--- src/rtl/sram_delay_line_if.sv ---
// Stream and SRAM-port bundle for sram_delay_line.
// slave: the delay controller itself; master: the surrounding pipeline and SRAM stage.
interface sram_delay_line_if #(
  parameter int ADDR_W   = 19,
  parameter int SAMPLE_W = 16
);
  logic [SAMPLE_W-1:0] in_sample;
  logic                in_valid;
  logic                in_ready;
  logic [ADDR_W-2:0]   delay;
  logic [SAMPLE_W-1:0] out_sample;
  logic                out_valid;
  logic                out_ready;
  logic [ADDR_W-1:0]   rd_addr;
  logic [7:0]          rd_data;
  logic                wr_ena;
  logic [ADDR_W-1:0]   wr_addr;
  logic [7:0]          wr_data;

  modport slave (
    input  in_sample, in_valid, delay, out_ready, rd_data,
    output in_ready, out_sample, out_valid, rd_addr, wr_ena, wr_addr, wr_data
  );

  modport master (
    output in_sample, in_valid, delay, out_ready, rd_data,
    input  in_ready, out_sample, out_valid, rd_addr, wr_ena, wr_addr, wr_data
  );
endinterface

--- src/rtl/sram_delay_line.sv ---
// Circular-buffer audio delay controller in front of a byte-wide SRAM.
// Per sample: read the two bytes written 'delay' samples ago, write the new
// sample's two bytes, then present the delayed sample downstream.
// Optional build macro DELAY_ZERO_FILL_EN: outputs zero for reads reaching
// beyond the number of samples written since reset.
module sram_delay_line #(
  parameter int ADDR_W   = 19,
  parameter int SAMPLE_W = 16
) (
  input  logic              clk,
  input  logic              rst,
  sram_delay_line_if.slave  bus
);

  localparam int PTR_W = ADDR_W - 1;

  typedef enum logic [2:0] {
    IDLE,
    RD_LO,
    RD_HI,
    WR_LO,
    WR_HI,
    OUT
  } state_t;

  state_t state, state_nxt;

  logic [PTR_W-1:0]    wr_ptr;
  logic [PTR_W-1:0]    rd_ptr_c;
  logic [SAMPLE_W-1:0] sample_q;
  logic                bypass_q;
  logic                zero_q;
  logic [SAMPLE_W-1:0] out_sample_q;
  logic [ADDR_W-1:0]   rd_addr_q;
  logic [ADDR_W-1:0]   wr_addr_q;
  logic [7:0]          wr_data_q;

  assign rd_ptr_c = wr_ptr - bus.delay;

  // State register
  always_ff @(posedge clk or negedge rst) begin
    if (!rst) state <= IDLE;
    else      state <= state_nxt;
  end

  // Next-state: fixed five-step walk, then wait in OUT for downstream
  always_comb begin
    state_nxt = state;
    unique case (state)
      IDLE:    if (bus.in_valid) state_nxt = RD_LO;
      RD_LO:   state_nxt = RD_HI;
      RD_HI:   state_nxt = WR_LO;
      WR_LO:   state_nxt = WR_HI;
      WR_HI:   state_nxt = OUT;
      OUT:     if (bus.out_ready) state_nxt = IDLE;
      default: state_nxt = IDLE;
    endcase
  end

  // State-decoded outputs; wr_ena follows the async-reset state directly
  always_comb begin
    bus.in_ready  = (state == IDLE);
    bus.wr_ena    = (state == WR_LO) || (state == WR_HI);
    bus.out_valid = (state == OUT);
  end

  assign bus.out_sample = out_sample_q;
  assign bus.rd_addr    = rd_addr_q;
  assign bus.wr_addr    = wr_addr_q;
  assign bus.wr_data    = wr_data_q;

  // Datapath: SRAM addresses are registered one step ahead so each is
  // stable for the whole cycle of the state it belongs to
  always_ff @(posedge clk or negedge rst) begin
    if (!rst) begin
      wr_ptr       <= '0;
      sample_q     <= '0;
      bypass_q     <= 1'b0;
      out_sample_q <= '0;
      rd_addr_q    <= '0;
      wr_addr_q    <= '0;
      wr_data_q    <= '0;
    end else begin
      unique case (state)
        IDLE: begin
          if (bus.in_valid) begin
            sample_q  <= bus.in_sample;
            bypass_q  <= (bus.delay == '0);
            rd_addr_q <= {rd_ptr_c, 1'b0};
          end
        end
        RD_LO: begin
          rd_addr_q[0] <= 1'b1;
        end
        RD_HI: begin
          out_sample_q[7:0] <= bus.rd_data;
          wr_addr_q         <= {wr_ptr, 1'b0};
          wr_data_q         <= sample_q[7:0];
        end
        WR_LO: begin
          out_sample_q[SAMPLE_W-1:8] <= bus.rd_data;
          wr_addr_q                  <= {wr_ptr, 1'b1};
          wr_data_q                  <= sample_q[SAMPLE_W-1:8];
        end
        WR_HI: begin
          if (bypass_q)    out_sample_q <= sample_q;
          else if (zero_q) out_sample_q <= '0;
        end
        OUT: begin
          if (bus.out_ready) wr_ptr <= wr_ptr + PTR_W'(1);
        end
        default: ;
      endcase
    end
  end

`ifdef DELAY_ZERO_FILL_EN
  localparam logic [ADDR_W-1:0] FILL_MAX = ADDR_W'(1) << PTR_W;

  logic [ADDR_W-1:0] fill_cnt;

  // Written-sample count (saturating) and the per-sample "not yet written" flag
  always_ff @(posedge clk or negedge rst) begin
    if (!rst) begin
      fill_cnt <= '0;
      zero_q   <= 1'b0;
    end else begin
      if (state == IDLE && bus.in_valid)
        zero_q <= ({1'b0, bus.delay} > fill_cnt);
      if (state == WR_HI && fill_cnt != FILL_MAX)
        fill_cnt <= fill_cnt + ADDR_W'(1);
    end
  end
`else
  assign zero_q = 1'b0;
`endif

endmodule
--- src/flat_wrapper.sv ---
// flat-port wrapper written by rule: the top's interface ports become plain ports
module sram_delay_line_flat 
#(
  parameter int ADDR_W   = 19,
  parameter int SAMPLE_W = 16
)
  (clk, rst, bus_in_sample, bus_in_valid, bus_delay, bus_out_ready, bus_rd_data, bus_in_ready, bus_out_sample, bus_out_valid, bus_rd_addr, bus_wr_ena, bus_wr_addr, bus_wr_data);
  sram_delay_line_if #(.ADDR_W(ADDR_W), .SAMPLE_W(SAMPLE_W)) bus_i ();
  input  logic clk;
  input  logic rst;
  input wire logic [$bits(bus_i.in_sample)-1:0] bus_in_sample;
  input wire logic [$bits(bus_i.in_valid)-1:0] bus_in_valid;
  input wire logic [$bits(bus_i.delay)-1:0] bus_delay;
  input wire logic [$bits(bus_i.out_ready)-1:0] bus_out_ready;
  input wire logic [$bits(bus_i.rd_data)-1:0] bus_rd_data;
  output wire logic [$bits(bus_i.in_ready)-1:0] bus_in_ready;
  output wire logic [$bits(bus_i.out_sample)-1:0] bus_out_sample;
  output wire logic [$bits(bus_i.out_valid)-1:0] bus_out_valid;
  output wire logic [$bits(bus_i.rd_addr)-1:0] bus_rd_addr;
  output wire logic [$bits(bus_i.wr_ena)-1:0] bus_wr_ena;
  output wire logic [$bits(bus_i.wr_addr)-1:0] bus_wr_addr;
  output wire logic [$bits(bus_i.wr_data)-1:0] bus_wr_data;
  assign bus_i.in_sample = bus_in_sample;
  assign bus_i.in_valid = bus_in_valid;
  assign bus_i.delay = bus_delay;
  assign bus_i.out_ready = bus_out_ready;
  assign bus_i.rd_data = bus_rd_data;
  assign bus_in_ready = bus_i.in_ready;
  assign bus_out_sample = bus_i.out_sample;
  assign bus_out_valid = bus_i.out_valid;
  assign bus_rd_addr = bus_i.rd_addr;
  assign bus_wr_ena = bus_i.wr_ena;
  assign bus_wr_addr = bus_i.wr_addr;
  assign bus_wr_data = bus_i.wr_data;
  sram_delay_line #(.ADDR_W(ADDR_W), .SAMPLE_W(SAMPLE_W)) u_core (.clk(clk), .rst(rst), .bus(bus_i));
endmodule
--- config.mk ---
export PLATFORM = sky130hd
export DESIGN_NAME = sram_delay_line_flat
export DESIGN_NICKNAME = d
export VERILOG_FILES = /design/src/rtl/sram_delay_line_if.sv /design/src/rtl/sram_delay_line.sv /design/src/flat_wrapper.sv
export SDC_FILE = /design/constraint.sdc
export NUM_CORES = 1
export LEC_CHECK = 0
export BUFFER_PORTS_ARGS = -buffer_cell sky130_fd_sc_hd__buf_2
export CAP_MARGIN = 20
export CORE_MARGIN = 3
export CORE_UTILIZATION = 35
export DETAILED_ROUTE_END_ITERATION = 6
export GPL_ROUTABILITY_DRIVEN = 0
export SLEW_MARGIN = 20
export SYNTH_ARGS = -nofsm -noshare
export SYNTH_HDL_FRONTEND = slang
export SYNTH_SLANG_ARGS = --single-unit
--- constraint.sdc ---
create_clock -name clk -period 2.27 [get_ports clk]
set_input_delay 0.1135 -clock clk [delete_from_list [all_inputs] [get_ports clk]]
set_output_delay 0.1135 -clock clk [all_outputs]
set_load 0.03 [all_outputs]
Yosys cells after proc, flatten, opt, wreduce, memory -nomap -nowiden

Index checks and enable logic that the tools add are counted.

Bits in registers: 100
Input port bits: 46
Output and inout bits: 65
Word-level logic and storage cells: 43

$add $sub $neg: 2
Equal/unequal tests: 8
Multiplexer cells: 10
Reductions and logical operators: 13

Operators with widths:

| kind                    | number |
|---|---|
| $pmux W8 S2             | 3 |
| $pmux W19 S2            | 1 |
| $add A18 B1 Y18 const B | 1 |
| $logic_not A18 Y1       | 1 |
| $pmux W3 S6             | 1 |
| $sub A18 B18 Y18        | 1 |
| $mux W16                | 1 |
| $reduce_and A2 Y1       | 6 |
| $reduce_bool A2 Y1      | 4 |
| $eq A3 B2 Y1 const B    | 2 |
| $eq A3 B3 Y1 const B    | 2 |
| $mux W3                 | 2 |
| $ne A2 B2 Y1 const B    | 2 |
| $eq A3 B1 Y1 const B    | 1 |
| $logic_not A3 Y1        | 1 |
| $ne A2 B1 Y1 const B    | 1 |
| $pmux W1 S2             | 1 |
| $logic_or A1 B1 Y1      | 1 |
| $mux W1                 | 1 |

Logic depth before layout (Yosys ltp)

Gate-level depths: netlist of run 1.

Word-level depth: 3
Depth in mapped cells: 10
Depth with buffers taken out: 10

Worst setup path after synthesis of run 1

OpenSTA, ideal clock, no wires.

Path type: reg2reg
Start point: register u_core.wr_ptr[0]
End point: register u_core.rd_addr_q[17] (netlist: u_core.bus.rd_addr[17])
Library setup time: 135 ps
Arrival time: 2174 ps
Required time: 2135 ps
Setup slack: -39 ps
Stages on the path, launching flop included: 11
Path buffers: 0
Period minus slack after synthesis: 2309 ps
Path through: dfrtp_1 -> inv_1 -> ha_1 -> inv_1 -> fa_1 -> a211o_1 -> a211oi_1 -> o21ai_1 -> a31oi_1 -> xor2_1 -> o21ai_0

Word-level cells in the longest chain between the ends: 1

RTL lines:

| what                   | line                   | source |
|---|---|---|
| from (decl)            | sram_delay_line.sv:28  | `logic [PTR_W-1:0] wr_ptr;` |
| from (signal assigned) | sram_delay_line.sv:110 | `if (bus.out_ready) wr_ptr <= wr_ptr + PTR_W'(1);` |
| $sub A18 B18 Y18       | sram_delay_line.sv:38  | `assign rd_ptr_c = wr_ptr - bus.delay;` |
| to (signal assigned)   | sram_delay_line.sv:89  | `rd_addr_q <= {rd_ptr_c, 1'b0};` |
| to (decl)              | sram_delay_line.sv:34  | `logic [ADDR_W-1:0] rd_addr_q;` |

No other way between the ends.
A chain may end at the register's enable or synchronous reset.

Worst setup path after layout of run 1

Start point: register u_core.wr_ptr[0]
End point: register u_core.rd_addr_q[13] (netlist: u_core.bus.rd_addr[13])

Same word-level chain as after synthesis.

==> results of run 1 <==
-- final cells by class --
class	count	area share
clock inverter	5	0.00522
clock buffer	11	0.0391
tap	180	0.0348
sequential	100	0.387
inverter	23	0.0134
multi-input combinational	413	0.372
timing repair buffer	159	0.149
-- flip-flops by register name, indices dropped and copies added (netlist names) --
| name | count |
|---|---|
| u_core.wr_ptr | 18 |
| u_core.bus.wr_addr | 19 |
| u_core.sample_q | 16 |
| u_core.bus.wr_data | 8 |
| u_core.bus.rd_addr | 19 |
| u_core.bypass_q | 1 |
| u_core.state | 3 |
| u_core.bus.out_sample | 16 |
-- power groups by stage --
stage / clock (mW) / sequential, mW / combinational, mW
after global placement: 0 / 2.79 / 3.14
after global routing: 1.63 / 2.86 / 3.56
after detailed placement: 0 / 2.82 / 3.18
after floorplan: 0 / 3.49 / 1.45
final: 1.49 / 2.78 / 3.24
after CTS: 1.54 / 2.79 / 3.26
-- path summary, 6_finish.rpt --
check	end	startpoint	cells past startpoint	slack, ns
max	u_core.bus.rd_addr[13]$_DFFE_PN0P_	u_core.wr_ptr[0]$_DFFE_PN0P_	10	0.0004
min	u_core.bypass_q$_DFFE_PN0P_	bus_delay[15]	4	0.05
max reg2reg	u_core.bus.rd_addr[13]$_DFFE_PN0P_	u_core.wr_ptr[0]$_DFFE_PN0P_	10	0.0004
min reg2reg	u_core.bus.rd_addr[2]$_DFFE_PN0P_	u_core.bus.rd_addr[2]$_DFFE_PN0P_	2	0.47
max in group asynchronous	u_core.bus.rd_addr[7]$_DFFE_PN0P_	rst	3	1.22
min in group asynchronous	u_core.sample_q[8]$_DFFE_PN0P_	rst	2	0.32
-- what timing repair did --
item                                   4_1_cts  5_1_grt
pin swaps                                    7        1
setup endpoints to repair                    4        9
endpoints found under the hold margin       60        0
setup buffers                                2        1
hold buffers                                17        0
resized for setup                            8        6
cloned                                       0        0
-- logic make-up after synthesis --
family	after synthesis	share of synthesized area
AO/OA/AOI/OAI	118	0.140
buffers and inverters	49	0.0427
XOR/XNOR	30	0.0519
multiplexers	10	0.0200
AND/OR/NAND/NOR	236	0.203
adder cells (fa/ha/maj)	19	0.0484
flip-flops	100	0.494
-- Yosys cell counts, types with 7 or more instances --
library cell and count:
inv_1 23, xnor2_1 21, nor2_1 21, mux2i_1 9
a21oi_1 40, nand3_1 8, ha_1 18, xor2_1 9
o21ai_0 41, dfrtp_1 100, and3_1 8, nand2b_1 7
nor2b_1 11, clkbuf_1 14, nand2_1 159
-- routing by layer --
layer	vias to the layer above	wire length, um	global-route usage
met5	-	0	0
met4	0	179	0.0448
met3	17	845	0.0455
met2	123	6550	0.288
met1	2075	6080	0.224
li1	2172	-	-
-- metrics by stage --
step	TNS, ns	hold WS, ns
final	0	0.0541
after global routing	-0.236	0.0489
after CTS	-0.0112	0.0422
after detailed placement	-0.373	0.171
after global placement	-0.158	0.160
after floorplan	0	-0.182
-- worst max-delay path: cells and delay by family, from the launching register on --
family | cells | cell delay (ns)
AOI/OAI and AO/OA | 5 | 1.00
xor gates and xnor gates | 1 | 0.17
adders and majority gates | 2 | 0.46
buffers and inverters | 2 | 0.11
DFF | 1 | 0.39
==> results.cfg, run 1 <==
[status]
status = complete, no violations

[cells_and_area]
finalNetCount = 771
synthToLayoutAreaGrowth_pct = 27.7
final_common_cell = nand2_1
fin_cells = 891
final_cell_area_um2 = 6470
mostFrequentLayoutCells = nand2_1, buf_2, dfrtp_1
fillCellCount = 1384
finish.utilization = 0.460
drive_gt1_frac = 0.252
register_area_um2 = 2500
multi_input_area_um2 = 2400
diodes = 0

[synth]
async_reset_ff_frac = 1.00
ys_seq_elements = 100
synth_top_cell_by_area = dfrtp_1
ys_top_cells_by_area = dfrtp_1, nand2_1, ha_1
ys.flop_type = dfrtp_1
avgSynthCellArea_um2 = 9.01
synth-edff-count = 0
synth_top_area_share = 0.494
ys_seq_area_frac = 0.494
synth_nets = 627
syn-cell-area_um2 = 5060
synth_cells = 562
yosysWarnings = 0
ys_types = 52

[routing]
drc_errors = 0
drt_iter0_drc = 210
vias = 4387
wl_um = 13600
via_per_inst = 4.92
antenna_left = 0
dr.pass1.iters = 4
routedWlPerCell_um = 15.3

[pwr]
p_switching_mw = 3.24
power_density_nw_per_um2 = 1160
power_frac_comb = 0.431
max-vdd-ir-drop_uv = 487
seqPwrFrac = 0.370
netSwitchingFraction = 0.432
clkPwrFrac = 0.199
p_leak_nw = 3.35
total_power_mw = 7.52
internal-power_mw = 4.27

[global_route]
grt_max_degree = 48
grt_pass1_vias = 4348
grt-ovfl-total = 0
track_usage = 0.173
grt_pass1_wl_um = 21900
antenna_found_initial = 0

[cts]
clk_latency_ns = 0.35
max-clock-path-buffers = 2
cts_max_level = 3
cts_sinks = 100
cts_root_buf = clkbuf_16
cts_buffers = 9
cts.clk_slew.worst_paths_ns = 0.07
cts_tree = yes

[floorplan]
die-area_um2 = 16000
die_w_um = 126
coreArea_um2 = 14000
dieHeight_um = 126
io_pins = 111
rows = 43
initial_core_util = 0.361

[sta]
rsz0062_at_grt = true
setup_viol = 0
max_freq_mhz = 441
hold_viol_final = 0
slew_headroom = 0.569
slew_viol_final = 0
timing.final.crit_period_ns = 2.27
layout_setup_ws_ns = 0.000353
fin_worst_skew_ns = 0.00744
tightest_slew_ns = 0.647
post-route-period-util = 1.00

[place]
place_ws_ns = -0.157
place_area_um2 = 5940
post-dp-hpwl_um = 10300
portBuffers = 110
dpl.cell_count = 855

[min_path]
hp-class = input pin to flop

[setup_path]
cpMostUsedCell = inv_2
critPathMaxFanout = 3
cp.arrival_ns = 2.49
worst_ep_required_time_ns = 2.49
critical_path_class = flop to flop
critPathLaunchType = flop
cp_slowest_stage_delay_ns = 0.39
path_cells = inv_2 > ha_4 > inv_2 > fa_2 > a211o_1 > a211oi_4 > o21ai_2 > a31oi_1 > xor2_1 > o21ai_1
cp_slowest_cell = dfrtp_1
cp-end-kind = flop

[job]
cap_violations = 0
Note: power is estimated with default switching activity, not from simulation.
==> inputs of run 2 (changes only) <==
Settings changed: REMOVE_ABC_BUFFERS set to 1, SLEW_MARGIN 20 to not set.
==> run 2 against run 1 <==
Effect of this change:
- the flow now finishes with violations (setup timing)
- sequential cell count did not move
- power rose by 3.5%
- utilization rose by 1.0 points
- non-clock buffer count rose by 7
- final cell count rose by 0.90%
- maximum frequency fell by 0.41%
- register-to-register slack barely moved
- global-route usage fell by 0.13 points
- clock skew barely moved
- via count rose by 1.7%
==> results.cfg, run 2 (synthesis results as in run 1) <==
[cts]
cts_tree = yes
cts_root_buf = clkbuf_16
cts_buffers = 9
clk_latency_ns = 0.36
cts.clk_slew.worst_paths_ns = 0.07
cts_sinks = 100
max-clock-path-buffers = 2
cts_max_level = 3

[pwr]
max-vdd-ir-drop_uv = 470
total_power_mw = 7.78
p_leak_nw = 3.41
power_density_nw_per_um2 = 1180

[cells_and_area]
final_common_cell = nand2_1
finalNetCount = 778
drive_gt1_frac = 0.263
mostFrequentLayoutCells = nand2_1, buf_2, dfrtp_1
synthToLayoutAreaGrowth_pct = 30.4
fillCellCount = 1368
finish.utilization = 0.470
final_cell_area_um2 = 6610
fin_cells = 899

[sta]
rsz0062_at_grt = true
max_freq_mhz = 439
fin_worst_skew_ns = 0.00734
post-route-period-util = 1.00
timing.final.crit_period_ns = 2.28
tightest_slew_ns = 0.583
slew_viol_final = 0
slew_headroom = 0.611
setup_viol = 2
hold_viol_final = 0
layout_setup_ws_ns = -0.00902
fin_tns_setup_ns = -0.0169

[job]
cap_violations = 0

[place]
place_area_um2 = 5980
dpl.cell_count = 857
post-dp-hpwl_um = 9870
portBuffers = 110

[status]
status = complete, but fails checks
violations = setup timing

[floorplan]
initial_core_util = 0.361
rows = 43
dieHeight_um = 126
die-area_um2 = 16000
coreArea_um2 = 14000
die_w_um = 126
io_pins = 111

[global_route]
grt_pass1_vias = 4446
antenna_found_initial = 1
track_usage = 0.171
grt_pass1_wl_um = 22000
grt-ovfl-total = 0
grt_max_degree = 57

[setup_path]
cp.arrival_ns = 2.51
critPathMaxFanout = 3
cp_slowest_cell = dfrtp_1
critical_path_class = flop to flop
critPathLaunchType = flop
cp-end-kind = flop
cpMostUsedCell = inv_2
critPathBufInv = 2
worst_ep_required_time_ns = 2.50
cp_num_cells = 10
path_cells = inv_2 > ha_4 > inv_2 > fa_2 > a211o_1 > a211oi_4 > o21ai_2 > a31oi_1 > xor2_1 > o21ai_1
worstRegToRegCells = 10
cp_slowest_stage_delay_ns = 0.39
crit_family = compound AO/OA/AOI/OAI gates

[routing]
antenna_left = 0
drt_iter0_drc = 203
wl_um = 13500
routedWlPerCell_um = 15.1
dr.pass1.iters = 4
via_per_inst = 4.96
vias = 4460
drc_errors = 0

[min_path]
worstHoldPathCells = 4
hp-class = input pin to flop
==> run 2: area by class of cell <==
cell class	instances	area (um^2)	share of cell area
inverters	23	86.3	0.0131
flip-flops and latches	100	2500	0.379
clock inverters	6	77.6	0.0117
well taps	180	225	0.0341
clock buffers	10	239	0.0362
multi-input cells	413	2430	0.368
repair buffers	166	1040	0.158
diodes	1	2.50	0.000379
==> run 2: timing repair <==
action,in CTS,in global routing
hold buffers,17,0
pin swaps,8,10
hold endpoints to repair,60,0
buffers inserted,2,6
endpoints found under the setup margin,5,8
gates resized for setup,9,10
==> run 2: power breakdown <==
part	total, mW	internal (mW)	leakage (nW)	switching [mW]
sequential	2.75	2.37	1.28	0.381
combinational	3.40	1.18	1.97	2.21
clock	1.63	0.906	0.153	0.720
==> run 2: worst reg2reg max path, cell delays in order, from the launching register on <==
cell	delay, ns
dfrtp_1	0.39
inv_2	0.08
ha_4	0.13
inv_2	0.04
fa_2	0.35
a211o_1	0.32
a211oi_4	0.29
o21ai_2	0.11
a31oi_1	0.21
xor2_1	0.17
o21ai_1	0.07
==> run 2: final timing paths <==
path,start,endpoint,slack [ns]
min reg2reg,u_core.bus.wr_addr[3]$_DFFE_PN0P_,u_core.bus.wr_addr[3]$_DFFE_PN0P_,0.47
max,u_core.wr_ptr[0]$_DFFE_PN0P_,u_core.bus.rd_addr[13]$_DFFE_PN0P_,-0.009
min,bus_out_ready,u_core.state[0]$_DFFE_PN0P_,0.06
max in group asynchronous,rst,u_core.wr_ptr[14]$_DFFE_PN0P_,1.26
min in group asynchronous,rst,u_core.bus.wr_data[6]$_DFFE_PN0P_,0.29
max reg2reg,u_core.wr_ptr[0]$_DFFE_PN0P_,u_core.bus.rd_addr[13]$_DFFE_PN0P_,-0.009
==> run 2: layer usage <==
| metal | track usage | up-vias | share of wire |
|---|---|---|---|
| li1 | - | 2192 | - |
| met1 | 0.216 | 2136 | 0.45 |
| met2 | 0.293 | 116 | 0.49 |
| met3 | 0.0501 | 16 | 0.050 |
| met4 | 0.0379 | 0 | 0.015 |
| met5 | 0 | - | 0 |
==> run 2: stage by stage <==
step	setup slack (ns)	hold WS, ns
final	-0.00902	0.0583
after global routing	-0.120	0.0733
after CTS	-0.0246	0.0493
after detailed placement	-0.241	0.154
after global placement	-0.186	0.154
after floorplan	-0.0762	-0.182
